--- config.mk ---
export PLATFORM = sky130hd
export DESIGN_NAME = muldiv_sequencer
export DESIGN_NICKNAME = d
export VERILOG_FILES = /design/src/rtl/muldiv_sequencer.sv
export SDC_FILE = /design/constraint.sdc
export NUM_CORES = 1
export LEC_CHECK = 0
export BUFFER_PORTS_ARGS = -buffer_cell sky130_fd_sc_hd__buf_2
export CORE_ASPECT_RATIO = 1.1
export CORE_MARGIN = 4
export CORE_UTILIZATION = 40
export CTS_CLUSTER_SIZE = 14
export DETAILED_ROUTE_END_ITERATION = 6
export GPL_TIMING_DRIVEN = 1
export PLACE_DENSITY = 0.59
export SYNTH_ARGS = -nofsm -noshare
export SYNTH_HDL_FRONTEND = slang
export SYNTH_SLANG_ARGS = --single-unit
--- constraint.sdc ---
create_clock -name clk -period 6.79 [get_ports clk]
set_input_delay 0.3395 -clock clk [delete_from_list [all_inputs] [get_ports clk]]
set_output_delay 0.3395 -clock clk [all_outputs]
set_load 0.02 [all_outputs]
--- src/rtl/muldiv_sequencer.sv ---
// Iterative HI/LO unit for MIPS mult/multu/div/divu plus mfhi/mflo/mthi/mtlo.
// Define MULDIV_DIV_EN to build the divider; without it div/divu raise a one-cycle `unsupported` pulse.
// state | meaning
// IDLE  | waiting for an op; mthi/mtlo/mfhi/mflo served here
// RUN   | one radix-2 multiply or divide step per cycle, WIDTH steps
// FIX   | sign correction and HI/LO write-back
module muldiv_sequencer #(
  parameter int WIDTH = 32,
  parameter int CNT_W = 6
) (
  input  logic             clk,
  input  logic             reset,
  input  logic             op_valid,
  input  logic [5:0]       op_func,
  input  logic [WIDTH-1:0] rs_data,
  input  logic [WIDTH-1:0] rt_data,
  input  logic             cancel,
  output logic             stall,
  output logic             busy,
  output logic [WIDTH-1:0] rd_data,
  output logic [WIDTH-1:0] hi,
  output logic [WIDTH-1:0] lo,
  output logic             unsupported
);

  localparam logic [1:0] S_IDLE = 2'd0;
  localparam logic [1:0] S_RUN  = 2'd1;
  localparam logic [1:0] S_FIX  = 2'd2;

  localparam logic [5:0] F_MFHI  = 6'h10;
  localparam logic [5:0] F_MTHI  = 6'h11;
  localparam logic [5:0] F_MFLO  = 6'h12;
  localparam logic [5:0] F_MTLO  = 6'h13;
  localparam logic [5:0] F_MULT  = 6'h18;
  localparam logic [5:0] F_MULTU = 6'h19;
  localparam logic [5:0] F_DIV   = 6'h1A;
  localparam logic [5:0] F_DIVU  = 6'h1B;

  localparam logic [CNT_W-1:0] CNT_INIT = CNT_W'(WIDTH);

  logic [1:0]         state_q, state_d;
  logic [CNT_W-1:0]   cnt_q, cnt_d;
  logic [2*WIDTH-1:0] acc_q, acc_d;
  logic [WIDTH-1:0]   b_q, b_d;
  logic               neg_q, neg_d;
  logic [WIDTH-1:0]   hi_q, hi_d;
  logic [WIDTH-1:0]   lo_q, lo_d;
  logic               busy_q, busy_d;
  logic               unsup_q, unsup_d;

  logic               accept, is_mul_op, is_div_op, signed_op;
  logic [WIDTH-1:0]   a_mag, b_mag;
  logic [WIDTH:0]     mul_sum;
  logic [2*WIDTH-1:0] mul_next, prod_fix;

`ifdef MULDIV_DIV_EN
  logic               is_div_q, is_div_d;
  logic               neg_rem_q, neg_rem_d;
  logic               div0_q, div0_d;
  logic [WIDTH-1:0]   a_raw_q, a_raw_d;
  logic [WIDTH:0]     rem_sh, div_diff;
  logic [2*WIDTH-1:0] div_next;
  logic [WIDTH-1:0]   quo_fix, rem_fix;
`endif

  always_comb begin
    accept    = op_valid && !busy_q && !cancel;
    is_mul_op = (op_func == F_MULT) || (op_func == F_MULTU);
    is_div_op = (op_func == F_DIV) || (op_func == F_DIVU);
    signed_op = (op_func == F_MULT) || (op_func == F_DIV);
    a_mag     = (signed_op && rs_data[WIDTH-1]) ? -rs_data : rs_data;
    b_mag     = (signed_op && rt_data[WIDTH-1]) ? -rt_data : rt_data;

    // Shift-add: multiplier sits in the low half and is consumed LSB first.
    mul_sum  = {1'b0, acc_q[2*WIDTH-1:WIDTH]} + (acc_q[0] ? {1'b0, b_q} : {(WIDTH+1){1'b0}});
    mul_next = {mul_sum, acc_q[WIDTH-1:1]};
    prod_fix = neg_q ? -acc_q : acc_q;
`ifdef MULDIV_DIV_EN
    rem_sh   = {acc_q[2*WIDTH-1:WIDTH], acc_q[WIDTH-1]};
    div_diff = rem_sh - {1'b0, b_q};
    div_next = div_diff[WIDTH] ? {rem_sh[WIDTH-1:0], acc_q[WIDTH-2:0], 1'b0}
                               : {div_diff[WIDTH-1:0], acc_q[WIDTH-2:0], 1'b1};
    quo_fix  = neg_q ? -acc_q[WIDTH-1:0] : acc_q[WIDTH-1:0];
    rem_fix  = neg_rem_q ? -acc_q[2*WIDTH-1:WIDTH] : acc_q[2*WIDTH-1:WIDTH];
`endif
  end

  always_comb begin
    state_d = state_q;
    cnt_d   = cnt_q;
    acc_d   = acc_q;
    b_d     = b_q;
    neg_d   = neg_q;
    hi_d    = hi_q;
    lo_d    = lo_q;
    unsup_d = 1'b0;
`ifdef MULDIV_DIV_EN
    is_div_d  = is_div_q;
    neg_rem_d = neg_rem_q;
    div0_d    = div0_q;
    a_raw_d   = a_raw_q;
`endif
    case (state_q)
      S_IDLE: begin
        if (accept) begin
          if (op_func == F_MTHI) hi_d = rs_data;
          if (op_func == F_MTLO) lo_d = rs_data;
          if (is_mul_op) begin
            state_d = S_RUN;
            cnt_d   = CNT_INIT;
            acc_d   = {{WIDTH{1'b0}}, a_mag};
            b_d     = b_mag;
            neg_d   = signed_op && (rs_data[WIDTH-1] ^ rt_data[WIDTH-1]);
`ifdef MULDIV_DIV_EN
            is_div_d = 1'b0;
`endif
          end
          if (is_div_op) begin
`ifdef MULDIV_DIV_EN
            state_d   = S_RUN;
            cnt_d     = CNT_INIT;
            acc_d     = {{WIDTH{1'b0}}, a_mag};
            b_d       = b_mag;
            neg_d     = signed_op && (rs_data[WIDTH-1] ^ rt_data[WIDTH-1]);
            is_div_d  = 1'b1;
            neg_rem_d = signed_op && rs_data[WIDTH-1];
            div0_d    = (rt_data == '0);
            a_raw_d   = rs_data;
`else
            unsup_d = 1'b1;
`endif
          end
        end
      end
      S_RUN: begin
        if (cancel) begin
          state_d = S_IDLE;
        end else begin
`ifdef MULDIV_DIV_EN
          acc_d = is_div_q ? div_next : mul_next;
`else
          acc_d = mul_next;
`endif
          cnt_d = cnt_q - CNT_W'(1);
          if (cnt_q == CNT_W'(1)) state_d = S_FIX;
        end
      end
      S_FIX: begin
        state_d = S_IDLE;
        if (!cancel) begin
          hi_d = prod_fix[2*WIDTH-1:WIDTH];
          lo_d = prod_fix[WIDTH-1:0];
`ifdef MULDIV_DIV_EN
          // Divide by zero keeps the raw dividend so signed fix-up cannot disturb it.
          if (is_div_q) begin
            hi_d = div0_q ? a_raw_q : rem_fix;
            lo_d = div0_q ? {WIDTH{1'b1}} : quo_fix;
          end
`endif
        end
      end
      default: state_d = S_IDLE;
    endcase
    busy_d = (state_d != S_IDLE);
  end

  always_ff @(posedge clk or posedge reset) begin
    if (reset) begin
      state_q <= S_IDLE;
      cnt_q   <= '0;
      acc_q   <= '0;
      b_q     <= '0;
      neg_q   <= 1'b0;
      hi_q    <= '0;
      lo_q    <= '0;
      busy_q  <= 1'b0;
      unsup_q <= 1'b0;
`ifdef MULDIV_DIV_EN
      is_div_q  <= 1'b0;
      neg_rem_q <= 1'b0;
      div0_q    <= 1'b0;
      a_raw_q   <= '0;
`endif
    end else begin
      state_q <= state_d;
      cnt_q   <= cnt_d;
      acc_q   <= acc_d;
      b_q     <= b_d;
      neg_q   <= neg_d;
      hi_q    <= hi_d;
      lo_q    <= lo_d;
      busy_q  <= busy_d;
      unsup_q <= unsup_d;
`ifdef MULDIV_DIV_EN
      is_div_q  <= is_div_d;
      neg_rem_q <= neg_rem_d;
      div0_q    <= div0_d;
      a_raw_q   <= a_raw_d;
`endif
    end
  end

  always_comb begin
    rd_data = '0;
    if (op_func == F_MFHI) rd_data = hi_q;
    if (op_func == F_MFLO) rd_data = lo_q;
  end

  assign stall       = op_valid && busy_q;
  assign busy        = busy_q;
  assign hi          = hi_q;
  assign lo          = lo_q;
  assign unsupported = unsup_q;

endmodule

# [Yosys cells after proc, flatten, opt, wreduce, memory -nomap -nowiden]
# Cells that the tools add are included.
# Widths: inputs -> output; s select.
[classes] n_addsub=5 n_eq_ne=17 muxes=30 bitwise=1 n_reduce_logical=19
[ops] op="$mux 32" n=11
[ops] op="$mux 64" n=4
[ops] op="$pmux 32 s2" n=2
[ops] op="$pmux 64 s2" n=1
[ops] op="$neg 32->32" n=2
[ops] op="$neg 64->64" n=1
[ops] op="$eq 6x5->1 const B" n=8
[ops] op="$add 32x32->33" n=1
[ops] op="$mux 6" n=3
[ops] op="$ne 2x2->1 const B" n=6
[ops] op="$pmux 6 s2" n=1
[ops] op="$reduce_and 4->1" n=3
[ops] op="$mux 2" n=4
[ops] op="$eq 6x1->1 const B" n=1
[ops] op="$logic_and 1x1->1" n=6
[ops] op="$reduce_bool 2->1" n=3
[ops] op="$sub 6x1->6 const B" n=1
[ops] op="$pmux 2 s2" n=1
[ops] op="$logic_or 1x1->1" n=3
[ops] op="$mux 1" n=3
[ops] op="$reduce_and 3->1" n=1
[ops] op="$eq 2x1->1 const B" n=1
[ops] op="$eq 2x2->1 const B" n=1
[ops] op="$logic_not 1->1" n=2
[ops] op="other kinds (2)" n=2
[totals] reg_bits=171 inputBits=74 out_inout_bits=99 wordCells=81

# [Depth between registers and ports, before layout]
# Gate-level depths: netlist (run 1).
[logic_depth] ltp_word=7 depth_mapped=13 mapped_depth_nobuf=12

# [Least setup slack after synthesis (run 1)]
# OpenSTA, ideal clock, no wires.
[synth_path] path_type="register to register" from="reg acc_q[6]" to="reg hi_q[29] (netlist: hi[29])" setup_ps=132 arrival_ps=2979 required_ps=6658 path_slack_ps=3679 stages_incl_launch_ff=10 n_path_buf=1 period_less_slack_ps=3111 cell_sequence="dfrtp_1 > or4_4 > or3_4 > or3_1 > buf_2 > or3_4 > or2_4 > o41ai_2 > xor2_1 > o21ai_1"
[synth_via] elab_chain_cells=4
[synth_rtl] item="from (decl)" line_no="43" text="logic [2*WIDTH-1:0] acc_q, acc_d;"
[synth_rtl] item="from (signal assigned)" line_no="171" text="acc_q <= '0;"
[synth_rtl] item="from (signal assigned)" line_no="187" text="acc_q <= acc_d;"
[synth_rtl] item="$neg 64->64" line_no="77" text="prod_fix = neg_q ? -acc_q : acc_q;"
[synth_rtl] item="$mux 64" line_no="77"
[synth_rtl] item="$mux 32" line_no="150" text="if (!cancel) begin"
[synth_rtl] item="$pmux 32 s2" line_no="103" text="case (state_q)"
[synth_rtl] item="to (signal assigned)" line_no="190" text="hi_q <= hi_d;"
[synth_rtl] item="to (decl)" line_no="46" text="logic [WIDTH-1:0] hi_q, hi_d;"
# No other way between the ends. The select of a mux whose other input is x is not followed.
# A chain may end at the register's enable or synchronous reset.

# [Final worst setup path (run 1)]
[layout_path] from="reg acc_q[0]" to="reg acc_q[61]"
[layout_via] elab_chain_cells=4
[layout_rtl] item="$mux 32" line_no="75" text="mul_sum = {1'b0, acc_q[2*WIDTH-1:WIDTH]} + (acc_q[0] ? {1'b0, b_q} : {(WIDTH+1){1'b0}});"
[layout_rtl] item="$add 32x32->33" line_no="75"
[layout_rtl] item="$mux 64" line_no="136" text="if (cancel) begin"
[layout_rtl] item="$pmux 64 s2" line_no="103"
# No other way between the ends. The select of a mux whose other input is x is not followed.

==> flow_metrics.env, run 1 <==
export IMPL_placed_area_sq_um=12970
export IMPL_dr_pass1_iters=5
export IMPL_ys_warnings_count=0
export IMPL_wl_per_cell_microns=20.81
export IMPL_viasPerCell=5.831
export IMPL_synth_edf_count=0
export IMPL_core_area_sq_um=28950
export IMPL_start_kind="flop"
export IMPL_syn_area_sq_um=11830
export IMPL_dp_cells=1888
export IMPL_synthArstFlopShare_pct=100.0
export IMPL_slew_headroom_pct=34.41
export IMPL_maxSlewViolCount=0
export IMPL_layout_min_cycle_time_ns=3.865
export IMPL_leakagePower_nw=6.202
export IMPL_hold_viol_final=0
export IMPL_hpwl_microns=30420
export IMPL_syn_nets=1530
export IMPL_synth_ff_type="dfrtp_1"
export IMPL_htreeDepth=4
export IMPL_io_pins=173
export IMPL_hold_slack_ns=0.1829
export IMPL_grt_max_degree=103
export IMPL_routabilityCongestion=0.9495
export IMPL_port_buffers=172
export IMPL_clkTransAtPathRegs_ns=0.07
export IMPL_design_area_sq_um=13620
export IMPL_cts_setup_buffers=0
export IMPL_die_area_sq_um=32380
export IMPL_path_max_fanout=35
export IMPL_worst_pin_slew_ns=0.9838
export IMPL_syn_area_per_cell_sq_um=8.339
export IMPL_wl_microns=39970
export IMPL_synth_most_common_cell="nand2_1"
export IMPL_worstPathArrival_ns=4.24
export IMPL_areaGrowthSynthToFinish_pct=15.15
export IMPL_worstHoldStart="rt_data[1]"
export IMPL_grt_setup_unrepaired="false"
export IMPL_ys_top_cells_by_count="nand2_1 (186), dfrtp_1 (171), o21ai_0 (149)"
export IMPL_antennaDiodeCount=0
export IMPL_gr_total_overflow=0
export IMPL_synth_cell_types=64
export IMPL_synthTopCellsByArea="dfrtp_1 (36%), o21ai_0 (6.3%), nand2_1 (5.9%)"
export IMPL_period_share_pct=56.93
export IMPL_timing_setup_tns_ns=0
export IMPL_synth_top_area_share_pct=36.19
export IMPL_cts_made_buffers=17
export IMPL_layout_cells_non_filler=1921
export IMPL_die_height_microns=188.3
export IMPL_outcome="finished, final reports clean"
export IMPL_cts_root_buf="clkbuf_16"
export IMPL_yosysSeqAreaShare_pct=36.19
export IMPL_drc=0
export IMPL_antenna_found_initial=1
export IMPL_cts_tree="built"
export IMPL_num_rows=65
export IMPL_r2r_start="acc_q[0]"
export IMPL_vias=11200
export IMPL_setup_viol=0
export IMPL_cts_sinks=171
export IMPL_cts_buffer_depth=2
export IMPL_crit_path_end_kind="flop"
export IMPL_fin_nets=1652
export IMPL_hold_class="in2reg"
export IMPL_drtIter0Drc=925
export IMPL_cts_resized_gates=0
export IMPL_peakVddDrop_uv=184.3
export IMPL_max_freq_mhz=258.7
export IMPL_synth_seq_cells=171
export IMPL_insertion_delay_ns=0.44
export IMPL_track_usage_pct=24.20
export IMPL_critPathRequiredTime_ns=7.16
export IMPL_grt_pass1_vias=10650
export IMPL_crit_type="reg2reg"
export IMPL_cp_startpoint="acc_q[0]"
export IMPL_syn_inst=1418
export IMPL_cap_violations=0
export IMPL_antenna_left=0
export IMPL_chipWidth_microns=171.9
export IMPL_grt_pass1_wl_microns=61290
export IMPL_power_per_cell_area_nw_per_um2=369.8
export IMPL_yosysTopAreaCell="dfrtp_1"
export IMPL_start_util_pct=40.84
export IMPL_fin_worst_skew_ns=0.01150
export IMPL_drive_gt1_share_pct=15.39
## kinds of logic (layout without fill, tap and decap cells)
family / after synthesis / in the layout / synth area share (%)
and+or+nand+nor: 487 / 487 / 20.07
AOI/OAI and AO/OA: 461 / 461 / 24.81
DFF: 171 / 171 / 36.19
xor gates and xnor gates: 147 / 147 / 10.89
buffers and inverters: 108 / 243 / 3.439
adders and majority gates: 38 / 38 / 4.084
muxes: 6 / 6 / 0.5185
## final timing paths
check                            endpoint  slack, ns  depth (start not counted)
worst max-delay path            acc_q[61]       2.92                         12
worst min-delay path               b_q[1]       0.18                          3
worst max register to register  acc_q[61]       2.92                         12
worst min register to register    b_q[14]       0.48                          2
max in group asynchronous          lo[19]       5.03                          4
min in group asynchronous          b_q[0]       0.52                          3
## final cells by class
| class | instances | area (sq um) |
|---|---|---|
| fillers | 2953 | 15340 |
| multi-input cells | 1139 | 7164 |
| flip-flops and latches | 171 | 4279 |
| repair buffers | 189 | 991.0 |
| well taps | 368 | 460.4 |
| clock buffers | 21 | 440.4 |
| clock inverters | 11 | 193.9 |
| inverters | 22 | 87.58 |
## placed cells by master, fill, tap and decap left out, types with 13 or more instances in the layout
| cell | netlist | layout |
|---|---|---|
| a21o_1 | 19 | 19 |
| a21oi_1 | 77 | 77 |
| a22o_1 | 34 | 34 |
| a22oi_1 | 26 | 26 |
| a31oi_1 | 13 | 13 |
| and2_1 | 36 | 36 |
| buf_2 | 1 | 172 |
| buf_4 | 0 | 16 |
| clkbuf_16 | 0 | 17 |
| dfrtp_1 | 171 | 171 |
| ha_1 | 37 | 37 |
| inv_1 | 22 | 21 |
| nand2_1 | 186 | 186 |
| nand2b_1 | 17 | 17 |
| nand3_1 | 23 | 23 |
| nor2_1 | 91 | 89 |
| nor3_1 | 23 | 23 |
| o21ai_0 | 149 | 149 |
| o21ai_1 | 27 | 27 |
| o221ai_1 | 14 | 14 |
| o31ai_1 | 35 | 35 |
| or3_1 | 31 | 31 |
| or4_1 | 14 | 14 |
| xnor2_1 | 72 | 72 |
| xor2_1 | 75 | 75 |
## per-layer routing
metal	share of wire, %	GRT usage (%)
met1	43	31.18
met2	47	39.91
met3	5.1	3.336
met4	5.0	11.52
met5	0.033	0
## flip-flops by register name, indices dropped and copies added, names as in the netlist
| register | count |
|---|---|
| busy | 1 |
| unsupported | 1 |
| b_q | 32 |
| neg_q | 1 |
| state_q | 2 |
| hi | 32 |
| acc_q | 64 |
| cnt_q | 6 |
| lo | 32 |
## worst max-delay path, cell delays in order, from the launching register on
cell	delay (ns)
dfrtp_1	0.72
and2_1	0.31
ha_1	0.19
inv_1	0.07
fa_1	0.19
nand2b_1	0.14
a21oi_1	0.11
o41ai_1	0.60
o31ai_1	0.27
a41oi_1	0.43
o21ai_0	0.20
or4b_1	0.48
nand3_1	0.09
## timing repair
item / in CTS / in global routing
endpoints found under the hold margin: 57 / 0
endpoints found under the setup margin: 0 / 0
hold buffers: 1 / 0
## where the power goes
group          internal, W  switching, W
registers          0.00132      0.000487
logic             0.000861       0.00129
clock network     0.000653      0.000422
total              0.00284       0.00220
## stage by stage
step / power (W) / setup WS, ns / utilization, %
6_report: 0.005036 / 2.925 / 47.03
5_1_grt: 0.005371 / 2.472 / 47.03
4_1_cts: 0.005033 / 2.878 / 47.03
3_5_place_dp: 0.003949 / 2.911 / 44.81
3_3_place_gp: 0.003938 / 3.004 / 44.81
2_1_floorplan: 0.003199 / 1.819 / -
Power figures use the tool's default switching activity.
==> run 2: changes to the inputs <==
Settings changed: ABC_AREA set to 1.
Clock period 6.79 ns to 3.95 ns, I/O delays scaled along.
==> flow_metrics.env, run 2 <==
export IMPL_final_common_cell="nand2_1"
export IMPL_viasPerCell=5.398
export IMPL_start_kind="flop"
export IMPL_worst_pin_slew_ns=1.066
export IMPL_htreeDepth=4
export IMPL_antenna_found_initial=0
export IMPL_io_pins=173
export IMPL_maxSlewViolCount=0
export IMPL_synth_cell_types=51
export IMPL_drc=0
export IMPL_syn_nets=2378
export IMPL_mostFrequentLayoutCells="nand2_1 (597), inv_1 (332), nor2_1 (326)"
export IMPL_pre_cts_ws_ns=1.278
export IMPL_syn_area_sq_um=14090
export IMPL_critPathRequiredTime_ns=4.29
export IMPL_synth_edf_count=0
export IMPL_grt_max_degree=172
export IMPL_period_share_pct=69.27
export IMPL_cap_violations=0
export IMPL_regMostFlops="acc_q"
export IMPL_die_area_sq_um=38300
export IMPL_antennaDiodeCount=0
export IMPL_grt_pass1_wl_microns=80650
export IMPL_cts_tree="built"
export IMPL_setup_viol=0
export IMPL_cts_resized_gates=0
export IMPL_cts_buffer_depth=2
export IMPL_track_usage_pct=26.20
export IMPL_syn_inst=2266
export IMPL_timing_setup_tns_ns=0
export IMPL_hold_slack_ns=0.02609
export IMPL_core_area_sq_um=34470
export IMPL_cts_root_buf="clkbuf_16"
export IMPL_nFillCells=3763
export IMPL_fin_nets=2506
export IMPL_yosysSeqAreaShare_pct=30.36
export IMPL_clkTransAtPathRegs_ns=0.07
export IMPL_dr_pass1_iters=6
export IMPL_synthArstFlopShare_pct=100.0
export IMPL_synth_ff_type="dfrtp_1"
export IMPL_leakagePower_nw=8.092
export IMPL_ys_warnings_count=0
export IMPL_wl_per_cell_microns=17.89
export IMPL_synth_top_area_share_pct=30.36
export IMPL_synth_most_common_cell="nand2_1"
export IMPL_grt_setup_unrepaired="false"
export IMPL_cts_made_buffers=17
export IMPL_num_rows=71
export IMPL_ys_top_cells_by_count="nand2_1 (598), inv_1 (333), nor2_1 (327)"
export IMPL_areaGrowthSynthToFinish_pct=12.50
export IMPL_hpwl_microns=39300
export IMPL_slew_headroom_pct=28.94
export IMPL_r2r_slack_ns=1.21
export IMPL_die_height_microns=204.9
export IMPL_synthTopCellsByArea="dfrtp_1 (30%), nand2_1 (16%), inv_1 (8.9%)"
export IMPL_peakVddDrop_uv=327.7
export IMPL_worstPathArrival_ns=3.08
export IMPL_hold_class="in2async"
export IMPL_ctsHoldBuffers=0
export IMPL_wl_met2_microns=24990
export IMPL_grt_pass1_vias=15040
export IMPL_fin_worst_skew_ns=0.01205
export IMPL_outcome="finished, final reports clean"
export IMPL_hold_viol_final=0
export IMPL_top_layer="met4"
export IMPL_path_max_fanout=35
export IMPL_routabilityCongestion=0.9537
export IMPL_yosysTopAreaCell="dfrtp_1"
export IMPL_crit_type="reg2reg"
export IMPL_worst_slack_ns=1.214
export IMPL_chipWidth_microns=187.0
export IMPL_cts_sinks=171
export IMPL_met3_length_microns=2454
export IMPL_syn_area_per_cell_sq_um=6.219
export IMPL_antenna_left=0
export IMPL_drive_gt1_share_pct=12.26
export IMPL_r2r_cells=17
export IMPL_max_freq_mhz=365.5
export IMPL_m1WireLength_microns=21480
export IMPL_port_buffers=172
export IMPL_vias=15360
export IMPL_largest_reg_flops=64
export IMPL_drtIter0Drc=1299
export IMPL_gr_total_overflow=0
export IMPL_cts_setup_buffers=0
export IMPL_wl_microns=50910
export IMPL_insertion_delay_ns=0.46
export IMPL_synth_seq_cells=171
export IMPL_crit_path_end_kind="flop"
export IMPL_layout_min_cycle_time_ns=2.736
export IMPL_start_util_pct=40.89
export IMPL_power_per_cell_area_nw_per_um2=421.3
[run 2: changes by cell type after synthesis, moves of 35 or more]
cell / before / now
xor2_1: 75 / 19
and2_1: 36 / 1
o22ai_1: 5 / 47
xnor2_1: 72 / 4
inv_1: 22 / 333
clkbuf_1: 77 / 27
o21ai_0: 149 / 94
nor2_1: 91 / 327
nand2_1: 186 / 598
nand3_1: 23 / 241
[run 2: area by class of cell]
cell class | count | area (sq um) | share of cell area (%)
multi-input cells | 1672 | 8129 | 51.27
flip-flops and latches | 171 | 4280 | 27.00
inverters | 349 | 1315 | 8.294
repair buffers | 183 | 968.4 | 6.108
well taps | 438 | 548.0 | 3.457
clock buffers | 18 | 429.2 | 2.707
clock inverters | 14 | 183.9 | 1.160
[run 2: critical path, cell delays in order, from the launching register on]
cell,delay [ns]
dfrtp_1,0.33
buf_4,0.32
nand2_1,0.10
inv_1,0.08
ha_1,0.19
inv_1,0.09
fa_1,0.39
nand3b_1,0.19
nand2_1,0.16
nand2_1,0.07
nand2_1,0.12
nand3_1,0.08
nand2_1,0.18
nand2_1,0.09
nand2_1,0.06
nand2_1,0.04
nand3_1,0.07
nand2_1,0.05
[run 2: worst paths after layout]
kind / startpoint / endpoint
worst max-delay path: acc_q[0] / acc_q[53]
worst min-delay path: reset / lo[7]
worst max register to register: acc_q[0] / acc_q[53]
worst min register to register: b_q[24] / b_q[24]
max in group asynchronous: reset / acc_q[45]
min in group clk: op_func[1] / unsupported
[run 2: kinds of logic after synthesis]
group,share of synthesized area [%]
AOI/OAI and AO/OA,13.61
xor gates and xnor gates,1.429
adders and majority gates,3.427
buffers and inverters,12.06
DFF,30.36
and+or+nand+nor,39.11
[run 2: routing by layer]
layer | vias up | global-route usage (%)
met5 | - | 0
met4 | 0 | 11.17
met3 | 108 | 3.238
met2 | 457 | 46.62
met1 | 7233 | 32.13
li1 | 7559 | -
[run 2: power breakdown]
part | total [W] | internal, W | switching (W)
sequential | 0.00250 | 0.00211 | 0.000389
clock | 0.00183 | 0.00101 | 0.000816
combinational | 0.00236 | 0.000759 | 0.00160
[run 2: through the flow]
| step | std cells | power (W) | instance area (sq um) | util [%] |
|---|---|---|---|---|
| floorplan | 2266 | 0.004087 | 14100 | - |
| global placement | 2813 | 0.004817 | 15240 | 44.22 |
| detailed placement | 2813 | 0.004859 | 15240 | 44.22 |
| finish | 2845 | 0.006680 | 15850 | 46.00 |
| CTS | 2845 | 0.006690 | 15850 | 46.00 |
| global route | 2845 | 0.007094 | 15850 | 46.00 |
